===== src/rtl/usart_pkg.sv =====
// +-----------------------------------------------------------------------+
// | usart_pkg : shared constants, FSM encoding and parity helper for USART |
// | Revision  : 1.0                                                       |
// +-----------------------------------------------------------------------+
`default_nettype none

package usart_pkg;

  localparam int PARITY_NONE   = 0;
  localparam int PARITY_ODD    = 1;
  localparam int PARITY_EVEN   = 2;
  localparam int USART_PRESC_W = 16;

  typedef enum logic [2:0] {
    ST_IDLE  = 3'd0,
    ST_START = 3'd1,
    ST_DATA  = 3'd2,
    ST_PAR   = 3'd3,
    ST_STOP  = 3'd4
  } tx_state_e;

  // Zero-extended data does not change the XOR reduction.
  function automatic logic parity_bit(input logic [8:0] d, input int mode);
    return (mode == PARITY_ODD) ? ~(^d) : (^d);
  endfunction

endpackage

`default_nettype wire


===== src/rtl/usart_tx_fifo.sv =====
// +-----------------------------------------------------------------------+
// | usart_tx_fifo : synchronous FIFO with count, shared by USART TX/RX     |
// | Revision      : 1.0                                                   |
// +-----------------------------------------------------------------------+
`default_nettype none

module usart_tx_fifo #(
  parameter int WIDTH = 8,
  parameter int DEPTH = 4
) (
  input  logic                       clock,
  input  logic                       reset,
  input  logic                       push,
  input  logic [WIDTH-1:0]           push_data,
  input  logic                       pop,
  output logic [WIDTH-1:0]           pop_data,
  output logic                       full,
  output logic                       empty,
  output logic [$clog2(DEPTH):0]     count
);

  localparam int PTR_W = $clog2(DEPTH);
  localparam int CNT_W = PTR_W + 1;

  logic [WIDTH-1:0] mem_q [DEPTH];
  logic [PTR_W-1:0] wr_q, wr_d, rd_q, rd_d;
  logic [CNT_W-1:0] count_q, count_d;
  logic             w_push, w_pop;

  assign full     = (count_q == CNT_W'(DEPTH));
  assign empty    = (count_q == '0);
  assign count    = count_q;
  assign pop_data = mem_q[rd_q];
  assign w_push   = push && !full;
  assign w_pop    = pop && !empty;

  // Depth is a power of two, so the pointers wrap on natural overflow.
  always_comb begin
    wr_d    = wr_q + PTR_W'(w_push);
    rd_d    = rd_q + PTR_W'(w_pop);
    count_d = count_q + CNT_W'(w_push) - CNT_W'(w_pop);
  end

  always_ff @(posedge clock or negedge reset) begin
    if (!reset) begin
      wr_q    <= '0;
      rd_q    <= '0;
      count_q <= '0;
    end else begin
      wr_q    <= wr_d;
      rd_q    <= rd_d;
      count_q <= count_d;
    end
  end

  always_ff @(posedge clock) begin
    if (w_push) mem_q[wr_q] <= push_data;
  end

endmodule

`default_nettype wire


===== src/rtl/usart_tx_param.sv =====
// +-----------------------------------------------------------------------+
// | usart_tx_param : parametrised UART transmitter with TX FIFO            |
// | Revision       : 1.0                                                  |
// +-----------------------------------------------------------------------+
`default_nettype none

module usart_tx_param
  import usart_pkg::*;
#(
  parameter int DATA_BITS  = 8,
  parameter int PARITY     = 0,
  parameter int STOP_BITS  = 1,
  parameter int FIFO_DEPTH = 4
) (
  input  logic                          clock,
  input  logic                          reset,
  input  logic [USART_PRESC_W-1:0]      prescaler,
  input  logic [DATA_BITS-1:0]          data,
  input  logic                          data_valid,
  output logic                          data_ready,
  output logic                          tx_pin,
  output logic                          uart_busy,
  output logic [$clog2(FIFO_DEPTH):0]   fifo_count
);

  localparam logic [3:0] c_last_data = 4'(DATA_BITS - 1);
  localparam logic [3:0] c_last_stop = 4'(STOP_BITS - 1);

  tx_state_e                 state_q, state_d;
  logic [USART_PRESC_W-1:0]  baud_q, baud_d, presc_q, presc_d;
  logic [3:0]                bit_q, bit_d;
  logic [DATA_BITS-1:0]      shift_q, shift_d;
  logic                      par_q, par_d, tx_q, tx_d;

  logic                      w_full, w_empty, w_load, w_baud_done;
  logic [DATA_BITS-1:0]      w_head;

  usart_tx_fifo #(
    .WIDTH (DATA_BITS),
    .DEPTH (FIFO_DEPTH)
  ) u_fifo (
    .clock     (clock),
    .reset     (reset),
    .push      (data_valid),
    .push_data (data),
    .pop       (w_load),
    .pop_data  (w_head),
    .full      (w_full),
    .empty     (w_empty),
    .count     (fifo_count)
  );

  assign w_baud_done = (baud_q == '0);
  assign data_ready  = !w_full;
  assign uart_busy   = (state_q != ST_IDLE) || (fifo_count != '0);
  assign tx_pin      = tx_q;

  always_comb begin
    state_d = state_q;
    baud_d  = baud_q;
    bit_d   = bit_q;
    shift_d = shift_q;
    par_d   = par_q;
    presc_d = presc_q;
    tx_d    = tx_q;
    w_load  = 1'b0;

    if (state_q != ST_IDLE && !w_baud_done) baud_d = baud_q - USART_PRESC_W'(1);

    case (state_q)
      ST_IDLE: begin
        tx_d   = 1'b1;
        w_load = !w_empty;
      end
      ST_START: if (w_baud_done) begin
        state_d = ST_DATA;
        tx_d    = shift_q[0];
        shift_d = shift_q >> 1;
        bit_d   = '0;
        baud_d  = presc_q;
      end
      ST_DATA: if (w_baud_done) begin
        baud_d = presc_q;
        if (bit_q == c_last_data) begin
          bit_d = '0;
          if (PARITY != PARITY_NONE) begin
            state_d = ST_PAR;
            tx_d    = par_q;
          end else begin
            state_d = ST_STOP;
            tx_d    = 1'b1;
          end
        end else begin
          bit_d   = bit_q + 4'd1;
          tx_d    = shift_q[0];
          shift_d = shift_q >> 1;
        end
      end
      ST_PAR: if (w_baud_done) begin
        state_d = ST_STOP;
        tx_d    = 1'b1;
        bit_d   = '0;
        baud_d  = presc_q;
      end
      ST_STOP: if (w_baud_done) begin
        if (bit_q == c_last_stop) begin
          // Chain straight into the next start bit when more data is queued.
          if (!w_empty) begin
            w_load = 1'b1;
          end else begin
            state_d = ST_IDLE;
            tx_d    = 1'b1;
          end
        end else begin
          bit_d  = bit_q + 4'd1;
          baud_d = presc_q;
        end
      end
      default: begin
        state_d = ST_IDLE;
        tx_d    = 1'b1;
      end
    endcase

    if (w_load) begin
      state_d = ST_START;
      tx_d    = 1'b0;
      shift_d = w_head;
      presc_d = prescaler;
      baud_d  = prescaler;
      bit_d   = '0;
      par_d   = parity_bit(9'(w_head), PARITY);
    end
  end

  always_ff @(posedge clock or negedge reset) begin
    if (!reset) begin
      state_q <= ST_IDLE;
      baud_q  <= '0;
      presc_q <= '0;
      bit_q   <= '0;
      shift_q <= '0;
      par_q   <= 1'b0;
      tx_q    <= 1'b1;
    end else begin
      state_q <= state_d;
      baud_q  <= baud_d;
      presc_q <= presc_d;
      bit_q   <= bit_d;
      shift_q <= shift_d;
      par_q   <= par_d;
      tx_q    <= tx_d;
    end
  end

endmodule

`default_nettype wire

===== config.mk =====
export PLATFORM = sky130hd
export DESIGN_NAME = usart_tx_param
export DESIGN_NICKNAME = d
export VERILOG_FILES = /design/src/rtl/usart_pkg.sv /design/src/rtl/usart_tx_fifo.sv /design/src/rtl/usart_tx_param.sv
export SDC_FILE = /design/constraint.sdc
export NUM_CORES = 1
export LEC_CHECK = 0
export BUFFER_PORTS_ARGS = -buffer_cell sky130_fd_sc_hd__buf_2
export CORE_UTILIZATION = 50
export CTS_CLUSTER_SIZE = 12
export DETAILED_ROUTE_END_ITERATION = 10
export PLACE_DENSITY = 0.68
export SYNTH_ARGS = -nofsm -noshare
export SYNTH_HDL_FRONTEND = slang
export SYNTH_SLANG_ARGS = --single-unit

===== constraint.sdc =====
create_clock -name clock -period 7.2 [get_ports clock]
set_clock_uncertainty 0.1 [all_clocks]
set_input_delay 0.36 -clock clock [delete_from_list [all_inputs] [get_ports clock]]
set_output_delay 0.36 -clock clock [all_outputs]
set_load 0.01 [all_outputs]

==> summary.md <==
| Metric | Value |
|---|---|
| CTS sink count | `a little under 90` |
| Number of enable flip-flop cells after synthesis | `32` |
| DRT iter0 DRCs | `119` |
| Fin area | `around 4600 sq um` |
| Tcrit/Tclk final | `a little under three fifths` |
| CTS tree | `yes` |
| Crit path DAT | `roughly 4.2 ns` |
| Seq pwr share | `50.1%` |
| Slew Limit Headroom | `between 40% and 50%` |
| Clock H-tree levels | `3` |
| Endpoints failing setup | `0` |
| Critical path startpoint | `bit_q[0]$_DFFE_PN0P_` |
| Initial Util | `52.6%` |
| Synthesized area per cell | `11.2 sq um` |
| Fin. Hold Viols | `0` |
| Placer Congestion | `0.854` |
| PortBufs | `32` |
| Multi-input logic area | `approximately 1700 sq um` |
| Worst vdd ir | `approximately 190 uV` |
| Net switching share of the total power | `33.8%` |
| Pin count of the biggest net entering global routing | `between 50 and 60` |
| Post-Route Hold Slack | `between 0.03 and 0.04 ns` |
| DR WL/cell | `15.4 um` |
| Synth-to-layout area growth | `10.4%` |
| Final min period | `~4.0 ns` |
| First-pass GRT wire length | `about 13000 um` |
| Setup tns final | `0 ns` |
| Pre-CTS setup slack | `3.15 ns` |
| Psw | `0.563 mW` |
| DP Area | `roughly 4400 sq um` |
| Final worst slack | `between 3 and 4 ns` |
| Cts repair resizes | `0` |
| Clk pwr share | `20.0%` |
| Worst reg2reg path depth | `14` |
| Max-cap violation count | `0` |
| Syn Inst Count | `369` |
| Fraction of registers with async set/reset | `between 60% and 70%` |
| Commonest non-fill, non-tap cells in the layout | `nand2_1 (64), dfrtp_1 (54), buf_2 (32), edfxtp_1 (32)` |
| Ys flop type | `dfrtp_1` |
| Clock Latency Late Sink | `0.35 ns` |
| Max clock buf depth | `2` |
| Slowest cell on the critical path | `a2111oi_4` |
| Detailed-placement wirelength estimate | `5340 um` |
| Vias per Instance | `5.59` |
| DR pass1 iterations | `4` |
| Core area | `approximately 7900 sq um` |
| Clock-pin slew on the worst setup and hold paths | `about 0.09 ns` |
| Share of cells above drive strength 1 | `approximately 21%` |
| Worst Setup End Kind | `register` |
| Sequential share of the synthesized area | `56.4%` |
| Post-CTS setup buffer count | `0` |
| Power Dens Cells | `roughly 360 nW/um^2` |
| CTS Root Cell | `clkbuf_8` |
| DRC Markers | `0` |
| Initial antenna violation count | `0` |
| Synth cell types | `55` |
| Most common cell after layout, fill and taps aside | `nand2_1` |
| CP top delay family | `adder cells` |
| Crit path to | `u_fifo.count[2]$_DFF_PN0_` |
| Fin nets | `431` |
| Synthesized area | `4150 sq um` |
| Tightest Pin Transition | `0.760 ns` |
| Status | `finished, final reports clean` |
| Reg2reg setup slack | `3.15 ns` |
| Syn. warnings | `0` |
| Total gr overflow | `0` |
| Required @ worst endpoint | `about 7.4 ns` |
| WL final | `just under 8000 um` |
| RSZ-0062 raised after global routing | `no` |
| Die area | `between 8000 and 9000 sq um` |
| Net count after synthesis | `approximately 400` |
| Detail Route Antenna Nets | `0` |
| Number of buffers created by CTS | `9` |
| Crit path max fanout | `38` |
| Fmax | `about 250 MHz` |
| Worst reg2reg path endpoint | `u_fifo.count[2]$_DFF_PN0_` |
| # diodes | `0` |
| Fillers | `between 600 and 700` |
| Stages on worst setup path | `14` |
| Internal Dissipation | `~1.1 mW` |
| Vias in the first global route | `2759` |
| CP bufs+invs | `5` |
| Global-route usage over all layers | `20.1%` |
| P_leak | `between 1.5 and 2 nW` |
| Die Ht | `93.1 um` |
| Comb power frac | `29.9%` |
| HP Class | `input port to asynchronous set/reset pin` |
| Cell row count | `32` |
| Largest stage delay, worst path | `roughly 0.53 ns` |
| # IOs | `33` |
| Storage cell area | `~2300 sq um` |
| Reg-to-Reg Start | `bit_q[0]$_DFFE_PN0P_` |
| Max-slew violations | `0` |
| DR vias | `about 2800` |
| WS Path Type | `register to register` |
| Startpoint types | `register` |
| Die width | `between 90 and 100 um` |
| Post-CTS Hold Fix Bufs | `0` |
| Flip-flop and latch count after synthesis | `87` |
| CP cell instances | `inv_1, ha_1, or3b_2, a2111oi_4, o21ai_2, buf_4, inv_2, ha_1, inv_1, ha_1, inv_1, fa_1, xnor2_1, xnor2_1` |
## worst min-delay path by stage
stage	from	to	slack [ns]	cells after the start
floorplan	reset	baud_q[0]$_DFF_PN0_	-0.04	0
global placement	presc_q[9]$_DFFE_PN0N_	presc_q[9]$_DFFE_PN0N_	0.35	2
detailed placement	presc_q[9]$_DFFE_PN0N_	presc_q[9]$_DFFE_PN0N_	0.36	2
CTS	reset	state_q[2]$_DFFE_PN0P_	0.05	2
global route	reset	presc_q[5]$_DFFE_PN0N_	0.09	2
finish	reset	presc_q[5]$_DFFE_PN0N_	0.03	2
## power by group through the flow
stage	combinational [mW]	clock (mW)	sequential, mW
floorplan	0.416	0	0.788
global placement	0.487	0	0.837
detailed placement	0.502	0	0.846
CTS	0.504	0.345	0.837
global route	0.565	0.365	0.863
finish	0.497	0.333	0.835
## state kept, by name, summed over array words and instances, names as in the netlist
register	count
bit_q	4
shift_q	8
baud_q	16
u_fifo.count	3
state_q	3
u_fifo.wr_q	2
u_fifo.rd_q	2
u_fifo.mem_q	32
tx_pin	1
presc_q	16
## kinds of logic (layout without fill, tap and decap cells)
family	after synthesis	count (layout)	synth area share [%]
buf+inv	31	64	3.20
compound gates	67	67	10.7
simple gates	144	144	17.0
fa+ha+maj	7	7	2.29
flops	87	87	56.4
xor+xnor	11	11	2.32
mux	22	22	8.11
## per-stage QoR
step	total power, mW	cells	util [%]
5_1_grt	1.79	504	58.1
3_5_place_dp	1.35	488	55.6
4_1_cts	1.69	504	58.1
6_report	1.67	504	58.1
2_1_floorplan	1.20	369	-
3_3_place_gp	1.32	488	55.6
## per-layer routing
metal	wire length [um]	up-vias	GRT usage (%)
met5	0	-	0
met4	109	0	7.56
met3	245	11	4.31
met2	3840	50	33.9
met1	3550	1369	25.3
li1	-	1389	-
## synthesized netlist by cell type (all sizes together) (2+ instances only)
cell,number,area (sq um)
a211oi,2,15.0
a21oi,20,100
a31oi,2,12.5
and2,2,12.5
buf,8,45.0
clkbuf,12,46.3
dfrtp,54,1350
edfxtp,32,961
ha,6,75.1
inv,11,41.3
mux2,13,146
mux4,8,180
nand2,64,240
nand2b,4,25.0
nand3,4,20.0
nand3b,3,22.5
nand4,4,25.0
nor2,21,81.3
nor2b,2,12.5
nor3,15,75.1
nor3b,5,37.5
nor4,6,52.6
o21ai,21,105
o22ai,4,25.0
o31a,4,35.0
o41a,2,22.5
or3,4,25.0
or3b,2,17.5
or4,6,45.0
xnor2,9,78.8
xor2,2,17.5
## cell type report
| type | count | share of cell area (%) |
|---|---|---|
| clock buffers | 9 | 2.70 |
| multi-input cells | 251 | 36.7 |
| well taps | 102 | 2.79 |
| clock inverters | 7 | 1.56 |
| repair buffers | 37 | 4.31 |
| inverters | 11 | 0.901 |
| flip-flops and latches | 87 | 51.0 |
Power figures use the tool's default switching activity.
